--- src/rtl/multi_channel_accumulator.sv ---
// NUM_CHANNELS independent unsigned accumulators with saturate/wrap overflow, sticky flags
// and a valid/ready dump engine. Define ACC_CLEAR_ON_DUMP_EN for read-and-clear dumping.
module multi_channel_accumulator #(
  parameter int DATA_WIDTH   = 8,
  parameter int ACC_WIDTH    = 16,
  parameter int NUM_CHANNELS = 4,
  parameter int SATURATE     = 1,
  localparam int CH_W        = (NUM_CHANNELS > 1) ? $clog2(NUM_CHANNELS) : 1
) (
  input  logic                    i_CLK,
  input  logic                    i_RESET_N,
  input  logic                    i_CLK_EN,
  input  logic                    i_VALID,
  input  logic [CH_W-1:0]         i_CHANNEL,
  input  logic [DATA_WIDTH-1:0]   i_SUMMAND,
  input  logic                    i_CLEAR,
  input  logic                    i_DUMP,
  input  logic                    i_DUMP_READY,
  output logic                    o_BUSY,
  output logic                    o_DUMP_VALID,
  output logic [CH_W-1:0]         o_DUMP_CHANNEL,
  output logic [ACC_WIDTH-1:0]    o_DUMP_DATA,
  output logic [NUM_CHANNELS-1:0] o_OVERFLOW
);

  typedef enum logic {
    IDLE,
    DUMP
  } state_t;

  localparam logic [CH_W-1:0] LAST_CH = CH_W'(NUM_CHANNELS - 1);

  state_t                  state;
  state_t                  state_next;
  logic [CH_W-1:0]         dump_idx;
  logic [CH_W-1:0]         dump_idx_next;
  logic [ACC_WIDTH-1:0]    acc [NUM_CHANNELS];
  logic [NUM_CHANNELS-1:0] overflow;
  logic                    in_range;
  logic                    do_accum;
  logic                    do_xfer;
  logic [ACC_WIDTH:0]      sum;
  logic [ACC_WIDTH-1:0]    sum_result;

  // The extra top bit of the sum is the carry that flags overflow.
  assign in_range   = ({1'b0, i_CHANNEL} < (CH_W + 1)'(NUM_CHANNELS));
  assign sum        = {1'b0, acc[i_CHANNEL]} + {{(ACC_WIDTH + 1 - DATA_WIDTH){1'b0}}, i_SUMMAND};
  assign sum_result = (sum[ACC_WIDTH] && (SATURATE != 0)) ? '1 : sum[ACC_WIDTH-1:0];

  assign o_BUSY         = (state == DUMP);
  assign o_DUMP_VALID   = (state == DUMP);
  assign o_DUMP_CHANNEL = dump_idx;
  assign o_DUMP_DATA    = acc[dump_idx];
  assign o_OVERFLOW     = overflow;

  always_comb begin
    state_next    = state;
    dump_idx_next = dump_idx;
    do_accum      = 1'b0;
    do_xfer       = 1'b0;
    if (i_CLEAR) begin
      state_next    = IDLE;
      dump_idx_next = '0;
    end else begin
      case (state)
        IDLE: begin
          do_accum = i_VALID && in_range;
          if (i_DUMP) begin
            state_next    = DUMP;
            dump_idx_next = '0;
          end
        end
        DUMP: begin
          if (i_DUMP_READY) begin
            do_xfer = 1'b1;
            if (dump_idx == LAST_CH) begin
              state_next    = IDLE;
              dump_idx_next = '0;
            end else begin
              dump_idx_next = dump_idx + 1'b1;
            end
          end
        end
        default: begin
          state_next    = IDLE;
          dump_idx_next = '0;
        end
      endcase
    end
  end

  always_ff @(posedge i_CLK or negedge i_RESET_N) begin
    if (!i_RESET_N) begin
      state    <= IDLE;
      dump_idx <= '0;
    end else if (i_CLK_EN) begin
      state    <= state_next;
      dump_idx <= dump_idx_next;
    end
  end

  // Accumulate and dump transfers never coincide: one happens only in IDLE, the other only in DUMP.
  always_ff @(posedge i_CLK or negedge i_RESET_N) begin
    if (!i_RESET_N) begin
      for (int i = 0; i < NUM_CHANNELS; i++) begin
        acc[i] <= '0;
      end
      overflow <= '0;
    end else if (i_CLK_EN) begin
      if (i_CLEAR) begin
        for (int i = 0; i < NUM_CHANNELS; i++) begin
          acc[i] <= '0;
        end
        overflow <= '0;
      end else begin
        if (do_accum) begin
          acc[i_CHANNEL] <= sum_result;
          if (sum[ACC_WIDTH]) begin
            overflow[i_CHANNEL] <= 1'b1;
          end
        end
`ifdef ACC_CLEAR_ON_DUMP_EN
        if (do_xfer) begin
          acc[dump_idx]      <= '0;
          overflow[dump_idx] <= 1'b0;
        end
`else
        if (do_xfer) begin
          overflow <= overflow;
        end
`endif
      end
    end
  end

endmodule
--- config.mk ---
export PLATFORM = sky130hd
export DESIGN_NAME = multi_channel_accumulator
export DESIGN_NICKNAME = d
export VERILOG_FILES = /design/src/rtl/multi_channel_accumulator.sv
export SDC_FILE = /design/constraint.sdc
export NUM_CORES = 1
export LEC_CHECK = 0
export BUFFER_PORTS_ARGS = -buffer_cell sky130_fd_sc_hd__buf_2
export CAP_MARGIN = 0
export CORE_MARGIN = 1
export CORE_UTILIZATION = 54
export DETAILED_ROUTE_END_ITERATION = 16
export PLACE_DENSITY_LB_ADDON = 0.3
export SYNTH_ARGS = -nofsm -noshare
export SYNTH_HDL_FRONTEND = slang
export SYNTH_SLANG_ARGS = --single-unit
--- constraint.sdc ---
create_clock -name i_CLK -period 2.8 [get_ports i_CLK]
set_clock_uncertainty 0.05 [all_clocks]
set_input_delay 0.14 -clock i_CLK [delete_from_list [all_inputs] [get_ports i_CLK]]
set_output_delay 0.14 -clock i_CLK [all_outputs]
set_load 0.02 [all_outputs]
==> impl_metrics.yaml <==
finish:
  n_fill_cell: 571
  final_common_cell: "dfrtp_1"
  drive_gt1_share_pct: 35.7
  antennaDiodeCount: 0
  area_delta_synth_final_pct: 21.4
  fin_area_um2: 5270
  nets: 462
  most-common-layout-cells: "dfrtp_1, buf_4, buf_2, nand2_1"
placed_design:
  dpl_cell_area_um2: 4970
  hpwl_mm: 8.32
  pre_cts_slack_ps: -102
  portBuffers: 40
  gp_congestion: 0.969
clocking:
  path_clk_slew_ps: 80
  post-cts-setup-buffers: 0
  clockBufferDepth: 2
  root_buffer: "clkbuf_8"
  cts_tree: "yes"
  clock_sinks: 71
  cts_made_buffers: 9
  insertion_delay_ps: 360
  htreeDepth: 3
worst_setup_path:
  critPathTopFamily: "compound AO/OA/AOI/OAI gates"
  cpPeakStageDelay_ps: 500
  path_class: "reg -> reg"
  critPathBufInv: 1
  cp-end-kind: "flop"
  required_ps: 2990
  cp_cell_sequence: "mux4_2 > ha_4 > fa_2 > nand3_2 > a211oi_4 > o21a_2 > buf_4 > a21o_1 > a32o_1"
  worstPathArrival_ps: 2900
  cp-start-kind: "flop"
  slowest_stage: "mux4_2"
  crit_path_max_fanout: 8
power:
  p_leak_nw: 2.27
  p_per_area_nw_per_um2: 479
  ir_drop_mv: 0.301
floorplan:
  io_pins: 41
  initial_utilization_pct: 55.9
  core-area_um2: 7770
  fp.dieW_um: 91.7
  row_count: 32
  chipHeight_um: 91.7
  dieArea_um2: 8410
sta:
  setup_violations: 0
  min_period_ps: 2710
  tightest_slew_ps: 907
  fin_crit_sh_pct: 96.6
  setup_ws_ps: 94.4
  slew_violations: 0
  maxSlewHeadroom_pct: 39.6
  rsz0062_at_grt: "false"
  finalHoldViolations: 0
  setup_tns_ps: 0
  timing.fmax_mhz: 370
yosys:
  yosysSeqAreaShare_pct: 40.9
  synth_top_area_share_pct: 40.9
  synthesis.area_um2: 4340
  yosysWarningCount: 0
  yosysTopAreaCell: "dfrtp_1"
  synthTopCellsByArea: "dfrtp_1, mux4_2, a221o_1, nand2_1, a21oi_1"
  synth.distinct_cells: 53
  ys_ff_latch: 71
  ys_async_sr_fraction_pct: 100
  synth_cells: 368
  syn_area_per_cell_um2: 11.8
  syn-num-nets: 395
  synthFlopType: "dfrtp_1"
  synth_edf_count: 0
routing:
  avgViaCountPerCell: 6.92
  final_antenna_net_count: 0
  via_count: 3749
  drt-wirelength-per-cell_um: 23.1
  firstDrtPassIters: 4
  drcViolationCount: 0
  finalWirelength_mm: 12.5
  first_iter_violations: 238
grt:
  grt_util_all_layers_pct: 31.6
  overflow: 0
  grt_pass1_wl_mm: 20.1
  antenna_found_initial: 0
  grt_pass1_vias: 3877
  grt_max_degree: 72
outcome:
  status: "complete, no violations"
job:
  cap_viol_max_count: 0
worst_hold_path:
  min_path_type: "in -> reg"
-- layout make-up --
class	instances	area, µm²	area share (%)
well taps	102	128	2.42
clock buffers	10	138	2.61
flip-flops and latches	71	1780	33.7
clock inverters	6	108	2.04
multi-input cells	261	2540	48.2
repair buffers	89	571	10.8
inverters	3	11.3	0.214
-- power by group --
| part | internal [mW] | switching, mW | leakage (nW) |
|---|---|---|---|
| Clock | 0.613 | 0.410 | 0.122 |
| Sequential | 1.05 | 0.0351 | 0.985 |
| Combinational | 0.176 | 0.241 | 1.16 |
| Total | 1.84 | 0.686 | 2.27 |
-- layer usage --
| metal | wire length, µm | global-route usage (%) | vias up |
|---|---|---|---|
| li1 | - | - | 1634 |
| met2 | 6160 | 52.4 | 170 |
| met4 | 439 | 16.1 | 0 |
| met1 | 5070 | 40.0 | 1902 |
| met5 | 0 | 0 | - |
| met3 | 852 | 5.47 | 43 |
-- final timing paths --
kind	startpoint	to	slack, ps	depth (start not counted)
hold reg to reg	o_OVERFLOW[1]	o_OVERFLOW[1]	440	2
setup / recovery	acc[0]	acc[42]	90	9
hold / removal	i_CLEAR	o_DUMP_CHANNEL[0]	70	2
min in group asynchronous	i_RESET_N	acc[5]	470	3
max in group asynchronous	i_RESET_N	acc[40]	1630	3
setup reg to reg	acc[0]	acc[42]	90	9
-- stage by stage --
stage	utilization, %	hold slack [ps]	std cells	power (mW)
detailed placement	64.0	358	525	1.52
global route	67.9	71.6	542	2.60
floorplan	-	-206	368	1.37
global placement	64.0	353	525	1.51
finish	67.9	66.9	542	2.53
CTS	67.3	61.9	542	2.53
-- synthesized netlist by cell type (all sizes together), types with 4 or more instances --
cell type / count
a21o: 8
a21oi: 23
a221o: 28
a22o: 4
a22oi: 5
a32o: 8
and3: 6
buf: 8
clkbuf: 25
dfrtp: 71
ha: 9
mux4: 32
nand2: 39
nand3: 11
o211ai: 9
o21ai: 19
o31ai: 4
o41a: 4
o41ai: 4
xor2: 5
-- sequential cells by signal, indices dropped and copies added (netlist names) --
name,count
acc,64
o_BUSY,1
o_DUMP_CHANNEL,2
o_OVERFLOW,4
-- repair_timing --
item	4_1_cts	5_1_grt
hold buffers	1	0
gates resized for setup	0	8
endpoints found under the hold margin	71	0
endpoints found under the setup margin	0	26
-- cells by family after synthesis --
| family | synth area share (%) |
|---|---|
| AO/OA/AOI/OAI | 22.8 |
| AND/OR/NAND/NOR | 10.3 |
| flip-flops | 40.9 |
| buffers and inverters | 4.41 |
| multiplexers | 17.2 |
| adder cells (fa/ha/maj) | 3.05 |
| XOR/XNOR | 1.41 |
No activity file was read; power rests on OpenSTA's default activity.
